==> src/rtl/forwarding_source.sv <==
// Producer side of the register-forwarding network: tracks EX/MEM/WB destinations,
// captures ALU, load and divide results, owns the divider/memory waits and the GPR write.
package forwarding_source_pkg;
  localparam int unsigned REG_ID_W  = 5;
  localparam int unsigned DATA_W    = 32;
  localparam int unsigned KIND_W    = 2;
  localparam int unsigned NUM_SLOTS = 3;

  typedef logic [REG_ID_W-1:0] register_id_t;

  localparam logic [KIND_W-1:0] KIND_NONE = 2'd0;
  localparam logic [KIND_W-1:0] KIND_ALU  = 2'd1;
  localparam logic [KIND_W-1:0] KIND_LOAD = 2'd2;
  localparam logic [KIND_W-1:0] KIND_DIV  = 2'd3;

  typedef struct packed {
    register_id_t      registerId;
    logic              ready;
    logic [DATA_W-1:0] data;
  } stage_register_data_t;

  typedef struct packed {
    logic              valid;
    register_id_t      registerId;
    logic [KIND_W-1:0] kind;
    logic              ready;
    logic [DATA_W-1:0] data;
  } slot_t;

  localparam stage_register_data_t ZERO_ENTRY = '{registerId: '0, ready: 1'b1, data: '0};
endpackage

module forwarding_source
  import forwarding_source_pkg::*;
#(
  parameter int unsigned DIV_MAX_CYCLES = 64
) (
  input  logic                                 clock,
  input  logic                                 reset,
  input  logic                                 issueValid,
  input  register_id_t                         issueRegisterId,
  input  logic [KIND_W-1:0]                    issueKind,
  input  logic [DATA_W-1:0]                    exResult,
  input  logic                                 memDataValid,
  input  logic [DATA_W-1:0]                    memReadData,
  output logic                                 divStart,
  input  logic                                 divDone,
  input  logic [DATA_W-1:0]                    divResult,
  output logic                                 holdRequest,
  output stage_register_data_t [NUM_SLOTS-1:0] dataToHazardUnit,
  output logic                                 regWrite,
  output register_id_t                         regWriteId,
  output logic [DATA_W-1:0]                    regWriteData,
  output logic                                 divTimeout
);

  localparam int unsigned CNT_W = $clog2(DIV_MAX_CYCLES + 1);

  slot_t              r_ex;
  slot_t              r_mem;
  slot_t              r_wb;
  logic               r_div_started;
  logic [CNT_W-1:0]   r_div_cnt;
  logic               r_div_timeout;

  logic               w_ex_div_wait;
  logic               w_mem_load_wait;
  logic               w_div_accept;
  logic               w_div_expire;
  logic [CNT_W-1:0]   w_div_cnt_next;
  stage_register_data_t w_ex_entry;

  // A slot forwards only when it will really write a non-zero register.
  function automatic logic f_publishes(input slot_t s);
    return s.valid && (s.kind != KIND_NONE) && (s.registerId != '0);
  endfunction

  function automatic stage_register_data_t f_publish(input slot_t s);
    stage_register_data_t e;
    e = ZERO_ENTRY;
    if (f_publishes(s)) begin
      e.registerId = s.registerId;
      e.ready      = s.ready;
      e.data       = s.data;
    end
    return e;
  endfunction

  assign w_ex_div_wait   = r_ex.valid && (r_ex.kind == KIND_DIV) && !r_ex.ready;
  assign w_mem_load_wait = r_mem.valid && (r_mem.kind == KIND_LOAD) && !r_mem.ready;
  assign holdRequest     = w_ex_div_wait || w_mem_load_wait;

  // divDone is only honoured once the start pulse has gone out.
  assign divStart       = w_ex_div_wait && !r_div_started;
  assign w_div_accept   = w_ex_div_wait && r_div_started && divDone;
  assign w_div_cnt_next = CNT_W'(r_div_cnt + 1'b1);
  assign w_div_expire   = w_ex_div_wait && !w_div_accept &&
                          (w_div_cnt_next == CNT_W'(DIV_MAX_CYCLES));

  // ALU results in EX bypass the slot register.
  always_comb begin
    w_ex_entry = f_publish(r_ex);
    if (f_publishes(r_ex) && (r_ex.kind == KIND_ALU)) begin
      w_ex_entry.ready = 1'b1;
      w_ex_entry.data  = exResult;
    end
  end

  assign dataToHazardUnit[0] = w_ex_entry;
  assign dataToHazardUnit[1] = f_publish(r_mem);
  assign dataToHazardUnit[2] = f_publish(r_wb);

  assign regWrite     = f_publishes(r_wb) && !holdRequest;
  assign regWriteId   = regWrite ? r_wb.registerId : '0;
  assign regWriteData = regWrite ? r_wb.data : '0;
  assign divTimeout   = r_div_timeout;

  always_ff @(posedge clock) begin
    if (reset) begin
      r_ex          <= '0;
      r_mem         <= '0;
      r_wb          <= '0;
      r_div_started <= 1'b0;
      r_div_cnt     <= '0;
      r_div_timeout <= 1'b0;
    end else begin
      if (w_div_expire) begin
        r_div_timeout <= 1'b1;
      end
      if (!holdRequest) begin
        r_wb  <= r_mem;
        r_mem <= r_ex;
        if (r_ex.kind == KIND_ALU) begin
          r_mem.ready <= 1'b1;
          r_mem.data  <= exResult;
        end
        if (issueValid) begin
          r_ex <= '{valid: 1'b1, registerId: issueRegisterId, kind: issueKind,
                    ready: 1'b0, data: '0};
        end else begin
          r_ex <= '0;
        end
        r_div_started <= 1'b0;
        r_div_cnt     <= '0;
      end else begin
        if (divStart) begin
          r_div_started <= 1'b1;
        end
        if (w_ex_div_wait) begin
          r_div_cnt <= w_div_cnt_next;
        end
        if (w_div_accept) begin
          r_ex.ready <= 1'b1;
          r_ex.data  <= divResult;
        end else if (w_div_expire) begin
          r_ex.ready <= 1'b1;
          r_ex.data  <= '0;
        end
        if (w_mem_load_wait && memDataValid) begin
          r_mem.ready <= 1'b1;
          r_mem.data  <= memReadData;
        end
      end
    end
  end

endmodule

==> config.mk <==
export PLATFORM = sky130hd
export DESIGN_NAME = forwarding_source
export DESIGN_NICKNAME = d
export VERILOG_FILES = /design/src/rtl/forwarding_source.sv
export SDC_FILE = /design/constraint.sdc
export NUM_CORES = 1
export LEC_CHECK = 0
export BUFFER_PORTS_ARGS = -buffer_cell sky130_fd_sc_hd__buf_2
export CORE_UTILIZATION = 25
export CTS_CLUSTER_DIAMETER = 40
export DETAILED_ROUTE_END_ITERATION = 8
export PLACE_DENSITY = 0.59
export SETUP_SLACK_MARGIN = 0.05
export SLEW_MARGIN = 10
export SYNTH_ARGS = -nofsm -noshare
export SYNTH_HDL_FRONTEND = slang
export SYNTH_SLANG_ARGS = --single-unit
==> constraint.sdc <==
create_clock -name clock -period 2.1 [get_ports clock]
set_input_delay 0.315 -clock clock [delete_from_list [all_inputs] [get_ports clock]]
set_output_delay 0.315 -clock clock [all_outputs]
set_load 0.02 [all_outputs]
# Word level (Yosys, flattened, before mapping)
# Index checks and enable logic that the tools add are counted.
# Widths: inputs -> output; s select.
# totals
output_inout_bits,155
register_bits,132
# op_classes
eq_ne,6
addsub,1
n_mux,13
n_reduce_logical,31
bitwise,1
# ops
op,count
$mux 33,7
$mux 38,3
$mux 41,1
$mux 32,1
$logic_and 1x1->1,18
$reduce_bool 5->1,3
$add 7x1->7 const B,1
$eq 7x7->1 const B,1
$reduce_bool 2->1,3
$logic_not 1->1,5
$mux 5,1
$eq 2x2->1 const B,2
$ne 3x1->1 const B,1
$eq 2x1->1 const B,1
$ne 2x1->1 const B,1
$reduce_or 2->1,1
$logic_or 1x1->1,1
$not 1->1,1

# Logic depth before layout (Yosys ltp)
# Gate-level depths: netlist of run 1.
# logic_depth
word_depth,11
depth_mapped,7

# Worst setup path before layout of run 1
# OpenSTA, ideal clock, no wires.
# synth_path
path_type,register to output
start,register r_ex[32] in the netlist's numbering
end,output port regWriteData[22]
t_required_ns,1.785
t_arrival_ns,1.924
stages_incl_launch_ff,8
path_slack_ns,-0.139
path_cell_list,dfxtp_1 -> and4b_1 -> buf_2 -> nor2_4 -> inv_2 -> nor3_2 -> clkbuf_1 -> and2_1
# synth_between
elab_chain_len,6
# synth_rtl
item,line,rtl
"start, declared",59,slot_t r_ex;
"start signal, assigned",138,"r_ex <= '{valid: 1'b1, registerId: issueRegisterId, kind: issueKind,"
$logic_not 1->1,89,assign w_ex_div_wait = r_ex.valid && (r_ex.kind == KIND_DIV) && !r_ex.ready;
$logic_and 1x1->1,89,
$logic_or 1x1->1,91,assign holdRequest = w_ex_div_wait || w_mem_load_wait;
$logic_not 1->1,n/a,
$logic_and 1x1->1,113,assign regWrite = f_publishes(r_wb) && !holdRequest;
net regWrite,51,"output logic regWrite,"
$mux 32,115,assign regWriteData = regWrite ? r_wb.data : '0;
"end, declared",53,"output logic [DATA_W-1:0] regWriteData,"
# The timed path passes the listed nets, and every way through them passes these cells.

==> results of run 1 <==
## layout by cell type (no fill, tap or decap), types with 22 or more instances in the layout
| cell | instances |
|---|---|
| a21oi_1 | 116 |
| a211o_1 | 32 |
| and2_1 | 67 |
| nor2_4 | 22 |
| nand2_1 | 135 |
| nor2_1 | 28 |
| buf_6 | 77 |
| and2_4 | 46 |
| nand3_1 | 42 |
| buf_4 | 49 |
| dfxtp_1 | 122 |
| clkbuf_16 | 25 |
| buf_2 | 181 |
## power groups by stage
stage	Sequential, mW	Clock, mW	Combinational, mW
global placement	2.63	0	0.335
global route	2.58	3.66	0.440
CTS	2.57	3.54	0.363
finish	2.57	3.47	0.411
floorplan	2.62	0	0.142
detailed placement	2.63	0	0.335
## per-layer routing
metal	global-route usage	up-vias
met5	0	-
met3	0.0359	26
met4	0.0577	6
li1	-	3380
met2	0.271	216
met1	0.246	3204
## stage by stage
| stage | hold WS (ns) | worst slack [ns] | TNS [ns] |
|---|---|---|---|
| 5_1_grt | 0.0865 | -0.342 | -37.77 |
| 3_3_place_gp | 0.447 | -0.0558 | -1.68 |
| 2_1_floorplan | 0.423 | 0.0795 | 0 |
| 3_5_place_dp | 0.454 | -0.132 | -4.00 |
| 6_report | 0.0966 | -0.277 | -29.51 |
| 4_1_cts | 0.0767 | -0.291 | -30.85 |
## path summary, 6_finish.rpt
check | to | slack, ns | cells after the start
worst max-delay path | dataToHazardUnit[21] | -0.28 | 6
worst min-delay path | r_ex[7]$_SDFFE_PP0P_ | 0.1 | 2
worst max register to register | r_ex[32]$_SDFFE_PP0P_ | 0.05 | 6
worst min register to register | r_ex[0]$_SDFFE_PP0P_ | 0.46 | 2
## registers in the layout (all words and copies together) (netlist names)
signal	flops
r_mem	41
divTimeout	1
r_ex	41
r_wb	41
r_div_cnt	7
r_div_started	1
## Yosys cell counts, types with 2 or more instances
library cell | number | area (sq um)
nand2_1 | 136 | 510
dfxtp_1 | 132 | 2640
a21oi_1 | 117 | 586
and2_1 | 113 | 707
clkbuf_1 | 54 | 203
nor2_1 | 51 | 191
nand3_1 | 42 | 210
mux2i_1 | 33 | 330
a211o_1 | 32 | 280
o2bb2ai_1 | 22 | 193
o2bb2ai_2 | 10 | 150
xnor2_1 | 7 | 61.3
buf_1 | 6 | 22.5
buf_2 | 6 | 30.0
inv_1 | 4 | 15.0
o21a_1 | 4 | 30.0
or4_1 | 4 | 30.0
and3_1 | 3 | 18.8
o221a_2 | 3 | 33.8
buf_6 | 2 | 22.5
ha_1 | 2 | 25.0
nor2b_1 | 2 | 12.5
nor3_1 | 2 | 10.0
o21ai_0 | 2 | 10.0
o22ai_1 | 2 | 12.5
## kinds of logic after synthesis
| family | Yosys count |
|---|---|
| and+or+nand+nor | 365 |
| AOI/OAI and AO/OA | 200 |
| DFF | 132 |
| buffers and inverters | 74 |
| muxes | 33 |
| xor gates and xnor gates | 8 |
| adders and majority gates | 2 |
## worst max-delay path, delay by kind of cell (launching register included)
kind / cells / cell delay, ns
AOI/OAI and AO/OA: 1 / 0.18
buffers and inverters: 3 / 0.49
DFF: 1 / 0.36
and+or+nand+nor: 2 / 0.61
## timing repair
| action | in CTS | in global routing |
|---|---|---|
| gates cloned | 4 | 9 |
| hold buffers | 0 | 0 |
| resized for setup | 48 | 268 |
| endpoints found under the setup margin | 200 | 157 |
| pin swaps | 36 | 42 |
| setup buffers | 5 | 4 |
## area by class of cell
| type | count | area share |
|---|---|---|
| Clock buffer | 20 | 0.0436 |
| Clock inverter | 12 | 0.0210 |
| Inverter | 5 | 0.00199 |
| Tap cell | 330 | 0.0386 |
| Timing Repair Buffer | 333 | 0.254 |
| Multi-Input combinational cell | 609 | 0.391 |
| Sequential cell | 132 | 0.249 |
| Antenna cell | 2 | 0.000467 |
==> results.ini, run 1 <==
[yosys]
synth-simple-area-share = 0.275
yosysSeqAreaShare = 0.403
yosys_warnings = 0
synth.area.mux_share = 0.0504
syn_area_sq_mm = 0.00656
synth-edff-count = 0
synth_fa_ha_area_frac = 0.00382
yosys.area_share.xor_xnor = 0.0107
synth_flop_cell = dfxtp_1
synth.avg_cell_area_sq_um = 8.06
async_flop_share = 0
ys_seq_elements = 132
yosysUniqueCellTypes = 48
synth_cells = 814
synth_top_family_by_area = simple AND/OR/NAND/NOR gates
synth_compound_area_frac = 0.210
synth_nets = 924

[clocking]
htreeDepth = 4
tritoncts = built
cts_root_buffer = clkbuf_16
cts-buffers-inserted = 17
numClockSinks = 132
clk_path_buf_depth = 2
worst_skew_pair.late_latency_ns = 0.41
clk_pin_slew_ns = 0.06

[placed_design]
place_congestion = 0.790
dpl.hpwl_um = 17200
placed_area_sq_mm = 0.00852
post-place-cells = 1387
place.port_buffers = 262

[timing]
clock.fmax_mhz = 421
slew_violations = 0
timing.final.ws_setup_ns = -0.277
rsz0062_at_grt = true
fin_skew_ns = 0.00857
hold_violations = 0
period_share = 1.13
worstMarginPinSlew_ns = 0.528
finalSetupViolCount = 133
maxSlewHeadroom = 0.647
finalCriticalPeriod_ns = 2.38

[finish]
ff_latch_area_sq_mm = 0.00266
syn_to_final_growth_pct = 63.2
drive_gt1_frac = 0.454
fillers = 2512
fin_util = 0.420
final_nets = 1208
final_area_sq_mm = 0.0107
multi_input_area_sq_mm = 0.00419
stdcell_count = 1443

[drt]
ant_nets = 0
drc = 0
dr_wl_met3_um = 1460
vias_per_cell = 4.73
routed-via-count = 6832
route.met2.wl_um = 12100
post_drt_wl_per_cell_um = 18.0
wl_um = 26000
drt-initial-drc-count = 317
dr.pass1.iters = 5
routed.top_layer = met5
wl_met1_um = 12000

[pwr]
combPwrFrac = 0.064
p_total_mw = 6.46
p_int_mw = 5.06
p_leak_nw = 4.32
switching_power_mw = 1.39
ir_drop_v = 0.000478
clkPwrFrac = 0.538
p_per_area_mw_per_mm2 = 603
swShare = 0.216
seq_power_share = 0.399

[die]
start_util = 0.257
die_h_um = 164
die_w_um = 164
rows = 58
io_pins = 263
die_area_sq_mm = 0.0269
fp.coreArea_sq_mm = 0.0255

[critical_path]
worstPathArrival_ns = 2.06
worstSetupEndpointType = primary output
cp_cell_sequence = or4_4 -> o21ai_4 -> buf_12 -> clkbuf_16 -> nor2_1 -> buf_2
required_ns = 1.78
setup.worst_path.class = register to primary output
worstSetupStartpoint = r_ex[36]$_SDFFE_PP0N_
crit_path_top_delay_cell = or4_4
critical_path.max_stage_delay_ns = 0.55
regToRegStartpoint = r_div_cnt[0]$_SDFFE_PP0N_
worstPathMaxFanout = 8
cp-start-kind = register

[min_path]
min-delay-start = divResult[7]
hold_path_class = input pin to register

[global_routing]
grt_pass1_vias = 6087
grt_max_degree = 53
grt_overflow = 0
antenna_found_initial = 6
gr-usage-all-layers = 0.177
grt_pass1_wl_um = 35500

[flow_run]
cap_violations = 0

[run_status]
status = complete, but fails checks
violations = setup timing

(Power assumes the default switching activity.)
==> run 2: changes to the inputs <==
--- a/constraint.sdc
+++ b/constraint.sdc
@@ -3,2 +3,2 @@
 set_output_delay 0.315 -clock clock [all_outputs]
-set_load 0.02 [all_outputs]
+set_load 0.01 [all_outputs]
==> results.ini, run 2 (synthesized netlist as in run 1, its figures left out) <==
[timing]
worstMarginPinSlew_ns = 0.639  ; +0.111 ns
finalSetupViolCount = 134  ; +0.75%
slew_violations = 0  ; unchanged
timing.final.ws_setup_ns = -0.321  ; -0.0441 ns
finalCriticalPeriod_ns = 2.42  ; +0.0441 ns
rsz0062_at_grt = true
period_share = 1.15  ; +0.0210
clock.fmax_mhz = 413  ; -1.8%
hold_violations = 0  ; unchanged
maxSlewHeadroom = 0.573  ; -0.0742
fin_skew_ns = 0.0118  ; +0.00327 ns

[die]
io_pins = 263  ; unchanged
die_w_um = 164  ; unchanged
rows = 58  ; unchanged
fp.coreArea_sq_mm = 0.0255  ; unchanged
die_area_sq_mm = 0.0269  ; unchanged
die_h_um = 164  ; unchanged
start_util = 0.257  ; unchanged

[drt]
wl_um = 27200  ; +4.8%
dr.pass1.iters = 6  ; +1
routed-via-count = 6988  ; +2.3%
vias_per_cell = 4.86  ; +2.6%
drt-initial-drc-count = 432  ; +36%
post_drt_wl_per_cell_um = 18.9  ; +5.1%
ant_nets = 0  ; unchanged
drc = 0  ; unchanged

[finish]
syn_to_final_growth_pct = 63.1  ; about the same
fillers = 2510  ; -0.080%
final_nets = 1206  ; -0.17%
stdcell_count = 1439  ; -0.28%
final_area_sq_mm = 0.0107  ; about the same
largest_registers = r_ex (41), r_mem (41), r_wb (41)
drive_gt1_frac = 0.466  ; +0.0125
layout_common_cells = buf_2, nand2_1, dfxtp_1, a21oi_1, buf_6
layout_commonest_cell = buf_2
num_antenna_cells = 0  ; -2

[critical_path]
worstPathArrival_ns = 2.11  ; +0.05 ns
worstPathMaxFanout = 18  ; +10
regToRegStartpoint = r_div_cnt[0]$_SDFFE_PP0N_
critical_path.max_stage_delay_ns = 0.54  ; about the same
crit_path_top_delay_cell = or4_4
crit_family = simple AND/OR/NAND/NOR gates
cpMostUsedCell = buf_12
setup.worst_path.class = register to primary output
cp.depth = 7  ; +1
worstSetupEndpointType = primary output
cp-start-kind = register
timing.rr.end = r_ex[32]$_SDFFE_PP0P_
cp_num_buf_inv = 3  ; unchanged
reg2regPathDepth = 6  ; unchanged
r2r_setup_slack_ns = 0.13  ; +0.08 ns
required_ns = 1.78  ; about the same
endpoint = regWriteData[9]
cp_cell_sequence = or4_4 -> nor2_4 -> buf_12 -> nor3_4 -> buf_12 -> and2_1 -> buf_2
worstSetupStartpoint = r_wb[35]$_SDFFE_PP0N_

[run_status]
violations = setup timing
status = complete, but fails checks

[pwr]
p_int_mw = 4.68  ; -7.7%
clkPwrFrac = 0.508  ; -0.030
ir_drop_v = 0.000362  ; -24%
p_total_mw = 6.12  ; -5.3%
p_leak_nw = 4.30  ; -0.58%
switching_power_mw = 1.44  ; +3.4%
p_per_area_mw_per_mm2 = 572  ; -5.2%
combPwrFrac = 0.071  ; +0.007
swShare = 0.235  ; +0.0197
seq_power_share = 0.422  ; +0.023

[clocking]
numClockSinks = 132  ; unchanged
tritoncts = built
worst_skew_pair.late_latency_ns = 0.42  ; about the same
holdBufCountCts = 0  ; unchanged
clk_path_buf_depth = 2  ; unchanged
clk_pin_slew_ns = 0.06  ; about the same
htreeDepth = 4  ; unchanged
cts-buffers-inserted = 17  ; unchanged
cts_root_buffer = clkbuf_16

[placed_design]
post-place-cells = 1379  ; -0.58%
dpl.hpwl_um = 17300  ; +0.78%
placed_area_sq_mm = 0.00845  ; -0.85%
place.port_buffers = 262  ; unchanged
place_congestion = 0.809  ; +2.4%
post-place-ws_ns = -0.141  ; -0.00906 ns

[min_path]
hold_path_class = input pin to register
hold_depth = 2  ; unchanged

[global_routing]
grt_overflow = 0  ; unchanged
grt_pass1_vias = 6500  ; +6.8%
gr-usage-all-layers = 0.192  ; +0.0155
grt_max_degree = 46  ; -13%
antenna_found_initial = 1  ; -5
grt_pass1_wl_um = 38600  ; +8.7%

[flow_run]
cap_violations = 0  ; unchanged

-- run 2: worst min-delay path by stage --
stage | startpoint | end | slack [ns]
6_report | divResult[9] | r_ex[9]$_SDFFE_PP0P_ | 0.10
5_1_grt | divResult[3] | r_ex[3]$_SDFFE_PP0P_ | 0.08
4_1_cts | divResult[9] | r_ex[9]$_SDFFE_PP0P_ | 0.08
3_5_place_dp | r_ex[10]$_SDFFE_PP0P_ | r_ex[10]$_SDFFE_PP0P_ | 0.45
3_3_place_gp | r_wb[32]$_SDFFE_PP0N_ | r_wb[32]$_SDFFE_PP0N_ | 0.44
2_1_floorplan | divResult[21] | r_ex[21]$_SDFFE_PP0P_ | 0.42
-- run 2: layout make-up --
cell class	instances	area (sq um)	share of cell area
Tap cell	330	413	0.0386
Clock buffer	19	453	0.0423
Clock inverter	13	158	0.0147
Timing Repair Buffer	329	2720	0.254
Inverter	5	21.3	0.00199
Multi-Input combinational cell	611	4270	0.399
Sequential cell	132	2660	0.249
-- run 2: routing by layer --
layer | GRT usage | part of all wire | vias to the layer above
li1 | - | - | 3379
met1 | 0.261 | 0.46 | 3341
met2 | 0.314 | 0.48 | 249
met3 | 0.0374 | 0.047 | 17
met4 | 0.0417 | 0.0080 | 2
met5 | 0 | 0.00048 | -
-- run 2: power groups by stage --
stage | registers [mW] | clock network [mW] | logic (mW)
after global placement | 2.63 | 0 | 0.326
after detailed placement | 2.63 | 0 | 0.327
after floorplan | 2.62 | 0 | 0.139
after global routing | 2.58 | 3.28 | 0.460
after CTS | 2.58 | 3.16 | 0.405
final | 2.58 | 3.11 | 0.432
-- run 2: timing repair --
action	CTS	global route
buffers inserted	13	2
endpoints found under the setup margin	167	171
pin swaps	60	26
cloned	12	5
resized for setup	121	145
-- run 2: stage by stage --
step / utilization / hold slack (ns) / TNS [ns]
after floorplan: - / 0.423 / 0
after CTS: 0.395 / 0.0831 / -34.52
final: 0.420 / 0.101 / -30.87
after detailed placement: 0.332 / 0.453 / -5.34
after global placement: 0.332 / 0.444 / -1.69
after global routing: 0.420 / 0.0790 / -38.33
==> run 3: changes to the inputs <==
- CTS_BUF_LIST: unset -> sky130_fd_sc_hd__clkbuf_8
==> results.ini, run 3 (synthesized netlist as in run 1, its figures left out) <==
[die]
io_pins = 263  ; unchanged
rows = 58  ; unchanged
start_util = 0.257  ; unchanged
die_area_sq_mm = 0.0269  ; unchanged
fp.coreArea_sq_mm = 0.0255  ; unchanged
die_w_um = 164  ; unchanged
die_h_um = 164  ; unchanged

[critical_path]
regToRegStartpoint = r_div_cnt[0]$_SDFFE_PP0N_
cp.depth = 7  ; unchanged
required_ns = 1.78  ; about the same
crit_family = simple AND/OR/NAND/NOR gates
critical_path.max_stage_delay_ns = 0.54  ; about the same
worstSetupEndpointType = primary output
cpMostUsedCell = buf_12
worstPathArrival_ns = 2.10  ; about the same
cp_num_buf_inv = 3  ; unchanged
reg2regPathDepth = 6  ; unchanged
setup.worst_path.class = register to primary output
crit_path_top_delay_cell = or4_4
cp_cell_sequence = or4_4 -> nor2_4 -> buf_12 -> nor3_4 -> buf_12 -> and2_1 -> buf_2
cp-start-kind = register
worstPathMaxFanout = 18  ; unchanged
worstSetupStartpoint = r_wb[35]$_SDFFE_PP0N_

[clocking]
worst_skew_pair.late_latency_ns = 0.44  ; +0.02 ns
cts-buffers-inserted = 17  ; unchanged
htreeDepth = 4  ; unchanged
tritoncts = built
clk_path_buf_depth = 2  ; unchanged
numClockSinks = 132  ; unchanged
clk_pin_slew_ns = 0.08  ; +0.02 ns
cts_root_buffer = clkbuf_8
holdBufCountCts = 0  ; unchanged

[timing]
clock.fmax_mhz = 415  ; +0.37%
slew_violations = 0  ; unchanged
hold_violations = 0  ; unchanged
period_share = 1.15  ; -0.00427
fin_skew_ns = 0.0166  ; +0.00481 ns
timing.final.ws_setup_ns = -0.312  ; +0.00897 ns
finalCriticalPeriod_ns = 2.41  ; -0.00897 ns
maxSlewHeadroom = 0.619  ; +0.0460
finalSetupViolCount = 134  ; unchanged
worstMarginPinSlew_ns = 0.570  ; -0.0689 ns
rsz0062_at_grt = true

[global_routing]
grt_pass1_wl_um = 38500  ; -0.27%
grt_max_degree = 46  ; unchanged
grt_overflow = 0  ; unchanged
gr-usage-all-layers = 0.193  ; +0.000397
grt_pass1_vias = 6555  ; +0.85%
antenna_found_initial = 1  ; unchanged

[finish]
num_antenna_cells = 0  ; unchanged
layout_commonest_cell = buf_2
syn_to_final_growth_pct = 64.3
largest_registers = r_ex (41), r_mem (41), r_wb (41)
fin_util = 0.423  ; +0.00310
layout_common_cells = buf_2, nand2_1, dfxtp_1, a21oi_1, buf_6
drive_gt1_frac = 0.481  ; +0.0150
stdcell_count = 1444  ; +0.35%
final_nets = 1211  ; +0.41%

[placed_design]
place_congestion = 0.809  ; unchanged
dpl.hpwl_um = 17300  ; unchanged
post-place-cells = 1379  ; unchanged
place.port_buffers = 262  ; unchanged

[run_status]
violations = setup timing
status = complete, but fails checks

[pwr]
p_leak_nw = 4.26  ; -0.79%
ir_drop_v = 0.000345  ; -4.5%
p_per_area_mw_per_mm2 = 495  ; -13%
switching_power_mw = 1.34  ; -6.9%
clkPwrFrac = 0.431  ; -0.077
p_int_mw = 4.00  ; -15%
seq_power_share = 0.482  ; +0.060
swShare = 0.251  ; +0.0159
combPwrFrac = 0.086  ; +0.015

[drt]
vias_per_cell = 4.84  ; -0.30%
drt-initial-drc-count = 440  ; +1.9%
ant_nets = 0  ; unchanged
drc = 0  ; unchanged
wl_um = 27800  ; +2.2%
routed-via-count = 6991  ; +0.043%
post_drt_wl_per_cell_um = 19.3  ; +1.9%
dr.pass1.iters = 5  ; -1

[flow_run]
cap_violations = 0  ; unchanged

[min_path]
min-delay-start = divResult[10]
hold_depth = 2  ; unchanged
hold_path_class = input pin to register

-- run 3: changes by cell type in the layout (fill, tap and decap cells not counted), sizes merged --
| cell | delta |
|---|---|
| clkbuf | +3 |
| buf | +3 |
| nor3 | -1 |
-- run 3: through the flow --
step	setup slack, ns	total power [mW]	setup TNS (ns)	hold WS (ns)	instance area (sq um)
after global placement	-0.0442	2.96	-1.69	0.444	8450
after floorplan	0.103	2.76	0	0.423	6560
final	-0.312	5.34	-32.27	0.0761	10800
after CTS	-0.367	5.33	-37.98	0.0391	9890
after detailed placement	-0.141	2.96	-5.34	0.453	8450
after global routing	-0.410	5.54	-45.03	0.0268	10800
-- run 3: timing repair --
item                                    in CTS  in global routing
pin swaps                                   65                 19
resized for setup                          152                146
setup buffers                               12                  4
endpoints found under the hold margin        0                  0
gates cloned                                10                  9
endpoints found under the setup margin     167                171
-- run 3: worst reg2reg max path: stages (launching register included) --
cell       delay (ns)
dfxtp_2          0.41
nand3_2          0.14
or4_4            0.57
a311oi_4         0.32
buf_6            0.18
buf_12           0.16
o2bb2ai_1        0.10
-- run 3: cell type report --
type / count / area (sq um)
repair buffers: 335 / 2870
inverters: 5 / 21.3
multi-input cells: 610 / 4390
clock inverters: 13 / 158
fillers: 2485 / 14700
clock buffers: 19 / 262
well taps: 330 / 413
flip-flops and latches: 132 / 2660
-- run 3: layer usage --
layer	track usage	vias to the layer above	part of all wire
met5	0	-	0.00047
met4	0.0518	2	0.015
met3	0.0422	26	0.047
met2	0.310	246	0.49
met1	0.259	3329	0.45
li1	-	3388	-
-- run 3: path summary, 6_finish.rpt --
| path | slack (ns) | to |
|---|---|---|
| max reg2reg | 0.11 | r_ex[19]$_SDFFE_PP0P_ |
| min reg2reg | 0.47 | r_wb[9]$_SDFFE_PP0N_ |
| min | 0.08 | r_ex[10]$_SDFFE_PP0P_ |
| max | -0.31 | regWriteData[9] |
-- run 3: power by group through the flow --
stage          clock, mW  sequential [mW]  combinational [mW]
5_1_grt             2.48             2.58               0.488
3_3_place_gp           0             2.63               0.326
2_1_floorplan          0             2.62               0.139
3_5_place_dp           0             2.63               0.327
4_1_cts             2.37             2.57               0.396
6_report            2.30             2.57               0.461
